===== src/rtl/nibble_tx_pkg.sv =====
// Shared constants and helpers for the nibble serial transmitter.
// Holds the FSM state encodings and the frame bit-count constants.
package nibble_tx_pkg;

    typedef logic [2:0] state_t;

    localparam state_t StIdle   = 3'd0;
    localparam state_t StStart  = 3'd1;
    localparam state_t StData   = 3'd2;
    localparam state_t StParity = 3'd3;
    localparam state_t StStop   = 3'd4;

    localparam int unsigned DataBits      = 4;
    // Start bit + data bits + stop bit; parity adds one more when enabled.
    localparam int unsigned FrameBitsBase = DataBits + 2;

    function automatic logic nibble_parity(input logic [3:0] data, input logic odd);
        return (^data) ^ odd;
    endfunction

endpackage


===== src/rtl/nibble_tx_baud.sv =====
// Bit-period timer: counts clock cycles inside one serial bit and emits a
// single-cycle tick on the last cycle of each bit. Restart realigns the count.
module nibble_tx_baud #(
    parameter int unsigned CLKS_PER_BIT = 4
) (
    input  logic clk,
    input  logic rst_n,
    input  logic restart,
    input  logic enable,
    output logic tick
);

    localparam logic [7:0] LastCnt = 8'(CLKS_PER_BIT - 1);

    logic [7:0] cnt_q, cnt_d;

    assign tick = enable && !restart && (cnt_q == LastCnt);

    always_comb begin
        cnt_d = cnt_q;
        if (restart) begin
            cnt_d = '0;
        end else if (enable) begin
            cnt_d = tick ? 8'd0 : cnt_q + 8'd1;
        end
    end

    always_ff @(posedge clk or negedge rst_n) begin
        if (!rst_n) begin
            cnt_q <= '0;
        end else begin
            cnt_q <= cnt_d;
        end
    end

endmodule


===== src/rtl/nibble_tx.sv =====
// Framed parallel-in/serial-out transmitter for 4-bit nibbles:
// start bit, data LSB first, optional parity, one stop bit.
module nibble_tx
    import nibble_tx_pkg::*;
#(
    parameter int unsigned CLKS_PER_BIT = 4,
    parameter int unsigned PARITY_EN    = 1,
    parameter int unsigned PARITY_ODD   = 0
) (
    input  logic       clk,
    input  logic       rst_n,
    input  logic [3:0] in_data,
    input  logic       in_valid,
    output logic       in_ready,
    output logic       tx_o,
    output logic       busy,
    output logic       done
);

    localparam logic       ParityOn  = (PARITY_EN != 0);
    localparam logic       ParityOdd = (PARITY_ODD != 0);
    localparam logic [1:0] LastIdx   = 2'(DataBits - 1);

    state_t     state_q, state_d;
    logic [3:0] shreg_q, shreg_d;
    logic [1:0] idx_q, idx_d;
    logic       parity_q, parity_d;
    logic       done_q, done_d;
    logic       tx_q, tx_d;
    logic       accept;
    logic       tick;

    assign in_ready = (state_q == StIdle);
    assign busy     = ~in_ready;
    assign accept   = in_valid && in_ready;
    assign done     = done_q;
    assign tx_o     = tx_q;

    nibble_tx_baud #(
        .CLKS_PER_BIT(CLKS_PER_BIT)
    ) u_baud (
        .clk    (clk),
        .rst_n  (rst_n),
        .restart(accept),
        .enable (busy),
        .tick   (tick)
    );

    always_comb begin
        state_d  = state_q;
        shreg_d  = shreg_q;
        idx_d    = idx_q;
        parity_d = parity_q;
        done_d   = 1'b0;

        case (state_q)
            StIdle: begin
                if (in_valid) begin
                    state_d  = StStart;
                    shreg_d  = in_data;
                    idx_d    = '0;
                    parity_d = nibble_parity(in_data, ParityOdd);
                end
            end
            StStart: begin
                if (tick) begin
                    state_d = StData;
                end
            end
            StData: begin
                if (tick) begin
                    shreg_d = {1'b0, shreg_q[3:1]};
                    idx_d   = idx_q + 2'd1;
                    if (idx_q == LastIdx) begin
                        state_d = ParityOn ? StParity : StStop;
                    end
                end
            end
            StParity: begin
                if (tick) begin
                    state_d = StStop;
                end
            end
            StStop: begin
                if (tick) begin
                    state_d = StIdle;
                    done_d  = 1'b1;
                end
            end
            default: begin
                state_d = StIdle;
            end
        endcase
    end

    // Line level is registered from next-state so tx_o never glitches.
    always_comb begin
        tx_d = 1'b1;
        case (state_d)
            StStart:  tx_d = 1'b0;
            StData:   tx_d = shreg_d[0];
            StParity: tx_d = parity_d;
            default:  tx_d = 1'b1;
        endcase
    end

    always_ff @(posedge clk or negedge rst_n) begin
        if (!rst_n) begin
            state_q  <= StIdle;
            shreg_q  <= '0;
            idx_q    <= '0;
            parity_q <= 1'b0;
            done_q   <= 1'b0;
            tx_q     <= 1'b1;
        end else begin
            state_q  <= state_d;
            shreg_q  <= shreg_d;
            idx_q    <= idx_d;
            parity_q <= parity_d;
            done_q   <= done_d;
            tx_q     <= tx_d;
        end
    end

endmodule


===== config.mk =====
export PLATFORM = sky130hd
export DESIGN_NAME = nibble_tx
export DESIGN_NICKNAME = d
export VERILOG_FILES = /design/src/rtl/nibble_tx_pkg.sv /design/src/rtl/nibble_tx_baud.sv /design/src/rtl/nibble_tx.sv
export SDC_FILE = /design/constraint.sdc
export NUM_CORES = 1
export LEC_CHECK = 0
export BUFFER_PORTS_ARGS = -buffer_cell sky130_fd_sc_hd__clkbuf_2
export CAP_MARGIN = 20
export CORE_UTILIZATION = 55
export CTS_CLUSTER_DIAMETER = 50
export DETAILED_ROUTE_END_ITERATION = 10
export HOLD_SLACK_MARGIN = 0.02
export PLACE_DENSITY = 0.74
export SYNTH_ARGS = -nofsm -noshare
export SYNTH_HDL_FRONTEND = slang
export SYNTH_SLANG_ARGS = --single-unit

===== constraint.sdc =====
create_clock -name clk -period 5.9 [get_ports clk]
set_input_delay 0.295 -clock clk [delete_from_list [all_inputs] [get_ports clk]]
set_output_delay 0.295 -clock clk [all_outputs]
set_load 0.03 [all_outputs]

==> impl_metrics.yaml <==
global_routing:
  grt-ovfl-total: 0
  grt_usage: 0.220
  grt_max_degree: 21
  grt_util_met1: 0.275
  use_met3: 0.0480
  grt_pass1_wl_mm: 3.17
  first_global_vias: 764
  antenna_found_initial: 0
  grtUsageMet2: 0.362
  busiest_layer: "met2"
status:
  outcome: "finished, final reports clean"
critical_path:
  arrival_ns: 2.51
  path_buf_inv: 0
  critical_path.slowest_cell: "or4b_4"
  path_class: "flip-flop to flip-flop"
  critical_path.top_delay_family: "simple AND/OR/NAND/NOR gates"
  startpoint_type: "flip-flop"
  crit_path_end_kind: "flip-flop"
  critPathRequiredTime_ns: 6.14
  worstSetupStartpoint: "u_baud.cnt_q[0]"
  reg2reg_from: "u_baud.cnt_q[0]"
  path_cells: "ha_1, or4b_4, or3_4, xor2_1, a2111oi_2, o32a_2"
  worst-path-max-fanout: 5
  cpPeakStageDelay_ns: 0.52
timing:
  tightest_slew_ns: 0.597
  fin_crit_sh: 0.384
  rsz0062_at_grt: "false"
  drv_slew: 0
  setup_slack_ns: 3.64
  fin_skew_ns: 0.00344
  slew_headroom: 0.599
  finalCriticalPeriod_ns: 2.26
  tns_ns: 0
  setup_violations: 0
  hold_viol: 0
  fmax_ghz: 0.442
hold_path:
  hp-class: "input pin to flip-flop"
  holdCritStartpoint: "in_data[3]"
logic_synthesis:
  yosysMostFrequentCell: "dfrtp_1"
  synth_common_cells: "dfrtp_1, nand2_1, nor2_1, o21ai_0"
  synth_area_sq_um: 1010
  yosysSeqAreaShare: 0.497
  synth_area_leaders: "dfrtp_1, nand2_1, o21ai_0"
  syn_area_per_cell_sq_um: 9.53
  syn_inst: 106
  yosysUniqueCellTypes: 32
  synthFlopType: "dfrtp_1"
  synth_edf_count: 0
  ys_warn_count: 0
  synthArstFlopShare: 1.00
  synth_top_cell_area_share: 0.471
  yosysTopAreaCell: "dfrtp_1"
  synth_nets: 115
  synth_seq_cells: 20
power_and_ir_drop:
  p_per_area_nw_per_um2: 458
  power.total_mw: 0.514
  max-vdd-ir-drop_v: 0.000293
  power.leakage_nw: 0.508
floorplanning:
  initial_utilization: 0.585
  core-area_sq_um: 1730
  ios: 11
  num_rows: 15
  dieWidth_um: 44.8
  die_h_um: 44.8
  die_area_sq_um: 2010
route:
  drt-total-wl_mm: 1.84
  antenna_left: 0
  drtPass1Iterations: 5
  vias: 807
  drc: 0
  viasPerCell: 5.57
  drtIter0Drc: 6
  wire_per_inst_um: 12.7
place:
  pre_cts_slack_ns: 3.64
  io_buffers: 10
  dp_hpwl_mm: 1.38
  gp_congestion: 0.824
clock_network:
  cts_tree: "done"
  clkSlewWorstSetupHoldPaths_ns: 0.11
  clock_sinks: 20
  clk_path_buf_depth: 2
  root_buffer: "clkbuf_4"
  clk_latency_ns: 0.29
  postCtsSetupRepairBufs: 0
  htree_num_levels: 1
  cts_made_buffers: 3
cells_and_area:
  area_growth_pct: 11.3
  drive_gt1_frac: 0.175
  antennaDiodeCount: 0
  nets: 130
run:
  cap_violations: 0
-- power breakdown --
part,switching (mW),total (mW),leakage [nW],internal [mW]
logic,0.136,0.222,0.235,0.0860
clock network,0.0393,0.0656,0.0150,0.0263
registers,0.0416,0.226,0.258,0.185
-- logic make-up after synthesis --
family	synth area share
buffers and inverters	0.0149
flip-flops	0.497
adder cells (fa/ha/maj)	0.0248
AO/OA/AOI/OAI	0.180
multiplexers	0.0112
AND/OR/NAND/NOR	0.229
XOR/XNOR	0.0434
-- cell usage in the layout (no fill, tap or decap), types with 2 or more instances in the layout --
cell type and instances:
dfrtp_1 19, nand2_1 18, nor2_1 13, o21ai_0 13, clkbuf_2 10, nor3_1 3
inv_1 3, nand3_1 3, a22oi_1 3, a21oi_1 3, xnor2_1 3, clkbuf_4 3
xor2_1 2, nand2b_1 2, ha_1 2
-- cell type report --
class | instances | area, sq um
fill | 157 | 603
sequential | 20 | 502
multi-input combinational | 82 | 493
clock buffer | 4 | 26.3
timing repair buffer | 11 | 60.1
inverter | 3 | 11.3
tap | 25 | 31.3
-- registers in the layout, summed over array words and instances (netlist names) --
register	cells
parity_q	1
idx_q	2
state_q	3
u_baud.cnt_q	8
tx_o	1
shreg_q	4
done	1
-- per-stage QoR --
stage / cells / utilization / hold slack, ns / cell area [sq um]
2_1_floorplan: 106 / - / -0.000591 / 1010
3_5_place_dp: 140 / 0.630 / 0.283 / 1090
6_report: 145 / 0.651 / 0.247 / 1120
3_3_place_gp: 140 / 0.630 / 0.273 / 1090
4_1_cts: 145 / 0.651 / 0.246 / 1120
5_1_grt: 145 / 0.651 / 0.247 / 1120
-- worst register-to-register path: cells and delay by family, from the launching register on --
| family | cells | cell delay [ns] |
|---|---|---|
| AO/OA/AOI/OAI | 2 | 0.48 |
| XOR/XNOR | 1 | 0.17 |
| adder cells (fa/ha/maj) | 1 | 0.22 |
| flip-flops | 1 | 0.42 |
| AND/OR/NAND/NOR | 2 | 0.92 |
-- final timing paths --
kind / slack (ns) / endpoint / cells past startpoint
max: 3.64 / tx_o / 6
min: 0.25 / shreg_q[3] / 3
max reg2reg: 3.64 / tx_o / 6
min reg2reg: 0.49 / u_baud.cnt_q[7] / 1
max in group asynchronous: 5.05 / tx_o / 2
min in group asynchronous: 0.50 / state_q[2] / 2
-- what timing repair did --
item                      CTS  global route
hold buffers                1             0
hold endpoints to repair   19             0
gates resized for setup     0             0
-- routing by layer --
| layer | wire length, um | part of all wire |
|---|---|---|
| met1 | 834 | 0.45 |
| met3 | 41 | 0.022 |
| met4 | 26 | 0.014 |
| met2 | 942 | 0.51 |
| met5 | 0 | 0 |
(Power assumes the default switching activity.)
